### src/rtl/cpu6_instenc.sv
// RV32I field-command encoder with LI expansion feeding a small output FIFO for fetch injection.
// Latency: accepted word is at the FIFO head one cycle after the accept edge; LI word2 follows at the next edge at the earliest.
// Backpressure: in_ready drops when the FIFO is full or while LI word2 waits; FIFO pops on out_valid & out_ready.
module cpu6_instenc #(
  parameter int DEPTH = 4
) (
  input  logic                     clk,
  input  logic                     resetn,
  input  logic                     flush,
  input  logic                     in_valid,
  output logic                     in_ready,
  input  logic [2:0]               in_cls,
  input  logic [4:0]               in_rd,
  input  logic [4:0]               in_rs1,
  input  logic [4:0]               in_rs2,
  input  logic [2:0]               in_funct3,
  input  logic                     in_alt,
  input  logic [31:0]              in_imm,
  output logic                     out_valid,
  output logic [31:0]              out_instr,
  input  logic                     out_ready,
  output logic                     err,
  output logic [1:0]               err_code,
  output logic [$clog2(DEPTH):0]   count
);

  localparam int AW = $clog2(DEPTH);

  localparam logic [0:0] S_IDLE  = 1'b0;
  localparam logic [0:0] S_EMIT2 = 1'b1;

  localparam logic [2:0] CLS_OPIMM  = 3'd0;
  localparam logic [2:0] CLS_OP     = 3'd1;
  localparam logic [2:0] CLS_LOAD   = 3'd2;
  localparam logic [2:0] CLS_STORE  = 3'd3;
  localparam logic [2:0] CLS_BRANCH = 3'd4;
  localparam logic [2:0] CLS_JAL    = 3'd5;
  localparam logic [2:0] CLS_LUI    = 3'd6;

  localparam logic [6:0] OPC_OPIMM  = 7'h13;
  localparam logic [6:0] OPC_OP     = 7'h33;
  localparam logic [6:0] OPC_LOAD   = 7'h03;
  localparam logic [6:0] OPC_STORE  = 7'h23;
  localparam logic [6:0] OPC_BRANCH = 7'h63;
  localparam logic [6:0] OPC_JAL    = 7'h6F;
  localparam logic [6:0] OPC_LUI    = 7'h37;

  logic [0:0]        state;
  logic [31:0]       word2_q;
  logic [31:0]       mem [DEPTH];
  logic [AW-1:0]     wr_ptr;
  logic [AW-1:0]     rd_ptr;
  logic              full;
  logic              accept;
  logic              push;
  logic              pop;
  logic              illegal;
  logic [31:0]       push_dat;
  logic [31:0]       enc_w1;
  logic [31:0]       enc_w2;
  logic              enc_two;
  logic              bad_f3;
  logic              bad_imm;
  logic signed [31:0] imm_s;
  logic              imm_i12;
  logic [19:0]       li_hi;

  assign imm_s   = in_imm;
  assign imm_i12 = (imm_s >= -32'sd2048) && (imm_s <= 32'sd2047);
  // Upper part for lui+addi: adding 0x800 only carries into bit 12 when imm[11] is set.
  assign li_hi   = in_imm[31:12] + {19'd0, in_imm[11]};

  assign full      = (count == (AW+1)'(DEPTH));
  assign in_ready  = resetn && !flush && (state == S_IDLE) && !full;
  assign accept    = in_valid && in_ready;
  assign illegal   = bad_f3 || bad_imm;
  assign pop       = out_valid && out_ready;
  assign push      = (state == S_IDLE) ? (accept && !illegal) : !full;
  assign push_dat  = (state == S_IDLE) ? enc_w1 : word2_q;
  assign out_valid = (count != '0);
  assign out_instr = out_valid ? mem[rd_ptr] : 32'd0;

  // Encode the presented command and classify it; funct3/alt faults outrank immediate faults.
  always_comb begin
    enc_w1  = 32'd0;
    enc_w2  = 32'd0;
    enc_two = 1'b0;
    bad_f3  = 1'b0;
    bad_imm = 1'b0;
    case (in_cls)
      CLS_OPIMM: begin
        if (in_funct3 == 3'd1 || in_funct3 == 3'd5) begin
          bad_f3  = in_alt && (in_funct3 != 3'd5);
          bad_imm = (imm_s < 32'sd0) || (imm_s > 32'sd31);
          enc_w1  = {1'b0, in_alt, 5'd0, in_imm[4:0], in_rs1, in_funct3, in_rd, OPC_OPIMM};
        end else begin
          bad_f3  = in_alt;
          bad_imm = !imm_i12;
          enc_w1  = {in_imm[11:0], in_rs1, in_funct3, in_rd, OPC_OPIMM};
        end
      end
      CLS_OP: begin
        bad_f3 = in_alt && !(in_funct3 == 3'd0 || in_funct3 == 3'd5);
        enc_w1 = {1'b0, in_alt, 5'd0, in_rs2, in_rs1, in_funct3, in_rd, OPC_OP};
      end
      CLS_LOAD: begin
        bad_f3  = (in_funct3 == 3'd3) || (in_funct3 == 3'd6) || (in_funct3 == 3'd7);
        bad_imm = !imm_i12;
        enc_w1  = {in_imm[11:0], in_rs1, in_funct3, in_rd, OPC_LOAD};
      end
      CLS_STORE: begin
        bad_f3  = (in_funct3 > 3'd2);
        bad_imm = !imm_i12;
        enc_w1  = {in_imm[11:5], in_rs2, in_rs1, in_funct3, in_imm[4:0], OPC_STORE};
      end
      CLS_BRANCH: begin
        bad_f3  = (in_funct3 == 3'd2) || (in_funct3 == 3'd3);
        bad_imm = in_imm[0] || (imm_s < -32'sd4096) || (imm_s > 32'sd4094);
        enc_w1  = {in_imm[12], in_imm[10:5], in_rs2, in_rs1, in_funct3, in_imm[4:1], in_imm[11], OPC_BRANCH};
      end
      CLS_JAL: begin
        bad_imm = in_imm[0] || (imm_s < -32'sd1048576) || (imm_s > 32'sd1048574);
        enc_w1  = {in_imm[20], in_imm[10:1], in_imm[11], in_imm[19:12], in_rd, OPC_JAL};
      end
      CLS_LUI: begin
        bad_imm = (in_imm[11:0] != 12'd0);
        enc_w1  = {in_imm[31:12], in_rd, OPC_LUI};
      end
      default: begin
        // LI: short form is addi rd,x0,imm; long form is lui then an optional addi rd,rd,lo.
        if (imm_i12) begin
          enc_w1 = {in_imm[11:0], 5'd0, 3'd0, in_rd, OPC_OPIMM};
        end else begin
          enc_w1  = {li_hi, in_rd, OPC_LUI};
          enc_two = (in_imm[11:0] != 12'd0);
          enc_w2  = {in_imm[11:0], in_rd, 3'd0, in_rd, OPC_OPIMM};
        end
      end
    endcase
  end

  // Control FSM: IDLE accepts commands, EMIT2 parks the LI second word until there is room.
  always_ff @(posedge clk) begin
    if (!resetn || flush) begin
      state   <= S_IDLE;
      word2_q <= 32'd0;
    end else begin
      case (state)
        S_IDLE: begin
          if (accept && !illegal && enc_two) begin
            word2_q <= enc_w2;
            state   <= S_EMIT2;
          end
        end
        default: begin
          if (!full) state <= S_IDLE;
        end
      endcase
    end
  end

  // FIFO storage; contents need no reset since reads are gated by occupancy.
  always_ff @(posedge clk) begin
    if (push) mem[wr_ptr] <= push_dat;
  end

  // FIFO pointers and occupancy; simultaneous push and pop leave count unchanged.
  always_ff @(posedge clk) begin
    if (!resetn || flush) begin
      wr_ptr <= '0;
      rd_ptr <= '0;
      count  <= '0;
    end else begin
      if (push) wr_ptr <= wr_ptr + 1'b1;
      if (pop)  rd_ptr <= rd_ptr + 1'b1;
      case ({push, pop})
        2'b10:   count <= count + 1'b1;
        2'b01:   count <= count - 1'b1;
        default: count <= count;
      endcase
    end
  end

  // Error reporting: one-cycle pulse per rejected command, code held until the next rejection.
  always_ff @(posedge clk) begin
    if (!resetn || flush) begin
      err      <= 1'b0;
      err_code <= 2'd0;
    end else begin
      err <= accept && illegal;
      if (accept && illegal) err_code <= bad_f3 ? 2'd2 : 2'd1;
    end
  end

endmodule

### config.mk
export PLATFORM = sky130hd
export DESIGN_NAME = cpu6_instenc
export DESIGN_NICKNAME = d
export VERILOG_FILES = /design/src/rtl/cpu6_instenc.sv
export SDC_FILE = /design/constraint.sdc
export NUM_CORES = 1
export LEC_CHECK = 0
export CORE_ASPECT_RATIO = 0.75
export CORE_MARGIN = 2
export CORE_UTILIZATION = 55
export DETAILED_ROUTE_END_ITERATION = 16
export PLACE_DENSITY = 0.8
export SKIP_CTS_REPAIR_TIMING = 1
export SLEW_MARGIN = 40
export SYNTH_ARGS = -nofsm -noshare
export SYNTH_HDL_FRONTEND = slang
export SYNTH_SLANG_ARGS = --single-unit
export TNS_END_PERCENT = 50
### constraint.sdc
create_clock -name clk -period 5.8 [get_ports clk]
set_clock_uncertainty 0.1 [all_clocks]
set_input_delay 1.45 -clock clk [delete_from_list [all_inputs] [get_ports clk]]
set_output_delay 1.45 -clock clk [all_outputs]
set_load 0.01 [all_outputs]
==> results by group, run 1 <==
Status
  • Status: completed

Pwr
  • Leakage power: 0.00310 uW
  • Worst VDD drop: around 0.24 mV
  • Power per cell area: ~270 mW/mm^2

STA
  • Worst hold margin: 359 ps
  • Relative slew slack: 48.4%
  • Final hold violations: 0
  • Min cycle time layout: 4960 ps
  • RSZ-0062 raised after global routing: false
  • Worst setup margin: 842 ps
  • Worst-Margin Slew: 772 ps
  • Fin crit share: a little under nine tenths
  • Final slew viol count: 0
  • Final setup viols: 0
  • Fmax: ~200 MHz
  • Setup TNS: 0 ps

Job
  • Max-cap viol count: 0

Yosys
  • Post-Syn Nets: 665
  • Yosys cell types: 60
  • Yosys Warn Count: 0
  • #FFs+latches synth: 155
  • Adder-Cell Fraction of Synth Area: 1.60%
  • Post-synthesis cell count: 597
  • Largest family of logic cells by synthesized area: simple AND/OR/NAND/NOR gates
  • Top FF cell, synth: edfxtp_1
  • Mux contribution to synthesized area: 10.5%
  • Post-Synth XOR/XNOR Area: 2.10%
  • Post-synth EDFFs: around 120
  • Post-synthesis compound-gate area fraction: 10.3%
  • Mean Syn Cell Area: 12.6 sq um
  • Synth Cell Area: 0.00751 sq mm
  • Seq/Total Area, Yosys: 57.8%
  • Post-synthesis simple-gate area fraction: ~15%
  • Fraction of synthesis flops using an asynchronous set or reset pin: 0%

Route
  • Drt wl/cell: 22.5 microns
  • Via Count: 5548
  • DRC viols: 0
  • Starting DRT DRC Count: ~600
  • Detailed Route WL: 19.8 mm
  • Drt via density: 6.31
  • ANT nets after route: 0
  • Pre-antenna DRT Iters: 5

Layout
  • Commonest non-fill, non-tap cell in the layout: edfxtp_1
  • Commonest non-fill, non-tap cells in the layout: 124 x edfxtp_1, 98 x clkdlybuf4s50_1, 48 x nand2_1, 41 x a21oi_1, 37 x nor2_1
  • Ant. Diodes: 0
  • P&R area growth vs syn: 23.2%
  • Share of layout cells above drive strength 1: 12.9%
  • Design area: 0.00925 sq mm
  • Nets: 763
  • Final Non-Filler Cells: 879

Setup path
  • Critical Path AT: around 5200 ps
  • CP startpoint kind: primary input
  • Slowest CP cell: or4_4
  • Crit-path most repeated cell: nor2_1
  • Cell family with most CP delay: simple AND/OR/NAND/NOR gates
  • CP Class: in -> reg
  • Worst Path Required: roughly 6000 ps
  • Critical Path Sink Type: flop
  • Critical path's largest stage delay: 580 ps
  • Crit-path cells: clkdlybuf4s50_1 > or4_4 > nor4_4 > nand2_1 > o311a_1 > or3_4 > o41ai_4 > inv_2 > ha_1 > inv_1 > fa_1 > nor2_1 > a21oi_1 > nor2_1
  • Crit path max fanout: 7
  • Buf/Inv on CP: 3

Clocking
  • Clk sink count: 155
  • Reg clk slew, reported paths: 60 ps
  • TritonCTS clock tree: done
  • Clk Latency, worst-skew pair: 410 ps
  • CTS root buffer: clkbuf_16
  • CTS buffer count: 17
  • CTS Buffer Depth: 2
  • H-tree depth: 4

Global route
  • Met1 Use GR: about two fifths
  • Initial antenna violation count: 0
  • GRT Resource Usage Total: 27.9%
  • GRT overflow: 0
  • GR Util met3: 9.04%
  • GR peak layer: met2
  • First-pass GRT wire length: 30.8 mm
  • M2 GR Usage: a little over two fifths
  • Vias in the first global route: approximately 5300
  • Largest net degree at the start of global routing: 34

Place
  • Placed Cells: 847
  • Placed inst area: 0.00869 sq mm
  • GP Congestion: ~0.92
  • Place WS: between 400 and 500 ps
  • PortBufs: 98
  • Post-DP HPWL: 13.6 mm

Die
  • Die area: approximately 0.015 sq mm
  • Die H: between 100 and 150 microns
  • CORE AREA: 0.0132 sq mm
  • Starting Density: 57.1%
  • # IOs: 99
  • Die W: 139 microns
  • Row cnt: 36

Min path
  • Hold Path Class: reg -> reg
-- area by class of cell --
| cell class | count | area (sq um) |
|---|---|---|
| fill | 895 | 3900 |
| inverter | 17 | 63.8 |
| multi-input combinational | 391 | 2950 |
| tap | 171 | 214 |
| sequential | 155 | 4350 |
| clock inverter | 9 | 87.6 |
| clock buffer | 23 | 478 |
| timing repair buffer | 113 | 1110 |
-- sequential cells by signal, summed over array words and instances (netlist names), named ones only --
signal / cells
word2_q: 18
rd_ptr: 2
state: 1
wr_ptr: 2
err_code: 2
count: 3
mem: 124
err: 1
-- worst paths after layout --
check | from | endpoint | slack, ps | cells past startpoint
worst max-delay path | in_imm[14] | count[1]$_SDFFE_PP0P_ | 840 | 14
worst max register to register | state$_SDFF_PP0_ | count[2]$_SDFFE_PP0P_ | 3020 | 11
worst min register to register | word2_q[17]$_SDFFE_PP0P_ | word2_q[17]$_SDFFE_PP0P_ | 360 | 2
worst min-delay path | word2_q[17]$_SDFFE_PP0P_ | word2_q[17]$_SDFFE_PP0P_ | 360 | 2
-- logic make-up after synthesis --
kind of cell               count (synthesis)
buffers and inverters                     51
AOI/OAI and AO/OA                        112
xor gates and xnor gates                  18
DFF                                      155
adders and majority gates                  9
and+or+nand+nor                          212
muxes                                     40
-- layer usage --
layer	wire, microns	vias up
li1	-	2480
met2	8950	325
met1	8150	2711
met3	2320	32
met4	354	0
met5	0	-
-- power by group --
group	switching, uW	internal (uW)
clock network	426	626
logic	126	86.8
registers	2.69	1220
-- Yosys cell counts, types with 4 or more instances --
cell	instances	area, sq um
mux2i_1	9	90.1
nor2_1	37	139
and2_1	35	219
buf_1	5	18.8
mux4_2	31	698
o21ai_0	13	65.1
nand2b_1	6	37.5
nand2_1	48	180
nand3_1	27	135
xor2_1	12	105
nor3_1	16	80.1
inv_1	16	60.1
ha_1	8	100
nand4_1	10	62.6
and3_1	4	25.0
a2bb2oi_1	8	70.1
xnor2_1	6	52.6
clkbuf_1	24	90.1
a21o_1	5	37.5
a221o_1	4	40.0
and2_2	4	30.0
dfxtp_1	31	621
a221oi_1	10	87.6
nor4_1	6	37.5
nor2b_1	4	25.0
edfxtp_1	124	3720
a21oi_1	41	205
-- worst reg2reg max path: cells and delay by family (launching register included) --
| family | cells | cell delay [ps] |
|---|---|---|
| flip-flops | 1 | 720 |
| XOR/XNOR | 1 | 160 |
| buffers and inverters | 3 | 350 |
| AND/OR/NAND/NOR | 3 | 560 |
| AO/OA/AOI/OAI | 2 | 250 |
| adder cells (fa/ha/maj) | 2 | 590 |
-- stage by stage --
step,power [uW],utilization (%)
after floorplan,1340,-
after global placement,1440,66.0
after detailed placement,1450,66.0
after CTS,2490,70.3
after global routing,2560,70.3
final,2480,70.3
Power figures use the tool's default switching activity.
==> run 2, diff against run 1 <==
Clock period 5.8 ns to 5.35 ns, I/O delays scaled along.
==> results by group, run 2 (synthesized netlist as in run 1, its figures left out) <==
Status
  • Status: completed

Global route
  • GR Util met3: between 5 and 6%
  • Initial antenna violation count: 0
  • GRT overflow: 0
  • GRT Resource Usage Total: 27.4%
  • Met1 Use GR: roughly two fifths
  • First-pass GRT wire length: 30.3 mm
  • Largest net degree at the start of global routing: 34
  • M2 GR Usage: 43.1%
  • Vias in the first global route: between 5000 and 6000
  • GR peak layer: met2

STA
  • Final setup viols: 0
  • Worst hold margin: between 300 and 400 ps
  • Final slew viol count: 0
  • Final hold violations: 0
  • RSZ-0062 raised after global routing: false
  • Worst setup margin: 593 ps
  • Relative slew slack: 36.2%
  • Fmax: 210 MHz
  • Setup TNS: 0 ps
  • Worst-Margin Slew: 932 ps
  • Min cycle time layout: 4760 ps
  • Fin crit share: about 90%

Layout
  • Top flop regs: mem: 124 flops, word2_q: 18 flops, count: 3 flops
  • Design area: 0.00944 sq mm
  • Nets: 774
  • Commonest non-fill, non-tap cell in the layout: edfxtp_1
  • Most flop-heavy register: mem
  • Commonest non-fill, non-tap cells in the layout: 124 x edfxtp_1, 98 x clkdlybuf4s50_1, 48 x nand2_1, 41 x a21oi_1, 37 x nor2_1
  • Max FFs per register: 124
  • P&R area growth vs syn: 25.7%
  • Ant. Diodes: 0
  • Share of layout cells above drive strength 1: 14.5%

Place
  • Place WS: 188 ps
  • GP Congestion: 0.923
  • Post-DP HPWL: approximately 13 mm
  • PortBufs: 98
  • Placed inst area: roughly 0.0088 sq mm

Clocking
  • CTS Buffer Depth: 2
  • TritonCTS clock tree: done
  • Clk sink count: 155
  • H-tree depth: 4
  • Clk Latency, worst-skew pair: 420 ps
  • Reg clk slew, reported paths: about 70 ps
  • CTS root buffer: clkbuf_16
  • CTS buffer count: 17

Route
  • DRC viols: 0
  • Drt wl/cell: between 20 and 25 microns
  • Starting DRT DRC Count: roughly 550
  • Drt via density: 6.28
  • ANT nets after route: 0
  • Detailed Route WL: 19.6 mm
  • Pre-antenna DRT Iters: 5
  • Via Count: 5592

Setup path
  • Flop2flop setup slack: 2550 ps
  • Crit path max fanout: 5
  • CP Class: in -> reg
  • Worst Path Required: 5600 ps
  • Critical path's largest stage delay: between 500 and 600 ps
  • Critical Path Sink Type: flop
  • Slowest CP cell: or4_4
  • Critical Path AT: 5010 ps
  • Buf/Inv on CP: 3
  • Crit-path cells: clkdlybuf4s50_1 > or4_4 > nor4_4 > nand2_1 > o311a_1 > or3_4 > o41ai_4 > inv_2 > ha_1 > inv_1 > fa_1 > xor2_1 > or3_1 > a21oi_1
  • Cell family with most CP delay: simple AND/OR/NAND/NOR gates
  • CP startpoint kind: primary input

Die
  • Die area: 0.0146 sq mm
  • Starting Density: 57.1%
  • CORE AREA: 0.0132 sq mm
  • Die W: 139 microns
  • Die H: 105 microns
  • # IOs: 99
  • Row cnt: 36

Pwr
  • Total power: 2880 uW
  • Worst VDD drop: ~0.27 mV
  • Leakage power: 0.00321 uW
  • Power per cell area: 305 mW/mm^2

Min path
  • Hold Path Class: reg -> reg

Job
  • Max-cap viol count: 0
## run 2: changes by cell type in the layout (fill, tap and decap cells not counted), sizes merged
cell	previous run	this run
buf	15	26
bufinv	1	4
clkbuf	23	18
clkinv	3	0
clkinvlp	3	1
inv	19	26
## run 2: final cells by class
type	instances	area, sq um
fillers	898	3710
repair buffers	124	1210
well taps	171	214
multi-input cells	391	2950
flip-flops and latches	155	4350
clock buffers	18	429
clock inverters	14	219
inverters	17	63.8
## run 2: routing by layer
layer / routed length, microns / up-vias
li1: - / 2506
met4: 352 / 0
met5: 0 / -
met1: 8350 / 2729
met2: 9190 / 318
met3: 1750 / 39
## run 2: path summary, 6_finish.rpt
kind	endpoint	cells past startpoint	startpoint
setup / recovery	count[2]$_SDFFE_PP0P_	14	in_imm[19]
setup reg to reg	count[2]$_SDFFE_PP0P_	12	count[2]$_SDFFE_PP0P_
hold / removal	word2_q[30]$_SDFFE_PP0P_	2	word2_q[30]$_SDFFE_PP0P_
hold reg to reg	word2_q[30]$_SDFFE_PP0P_	2	word2_q[30]$_SDFFE_PP0P_
## run 2: where the power goes
part	total, uW	internal [uW]	switching, uW
sequential	1320	1320	2.83
combinational	231	98.2	132
clock	1330	803	523
## run 2: worst register-to-register path, cell delays in order, from the launching register on
cell and delay, ps:
dfxtp_1 390, nor3b_1 370, nor3_1 90, buf_4 170, nand2_1 120, o41ai_4 110, inv_2 110, ha_1 190
inv_1 60, fa_1 370, xor2_1 160, or3_1 320, a21oi_1 170
## run 2: metrics by stage
| step | std cells | util [%] |
|---|---|---|
| finish | 890 | 71.8 |
| detailed placement | 858 | 66.9 |
| floorplan | 597 | - |
| global placement | 858 | 66.8 |
| global route | 890 | 71.8 |
| CTS | 890 | 71.8 |
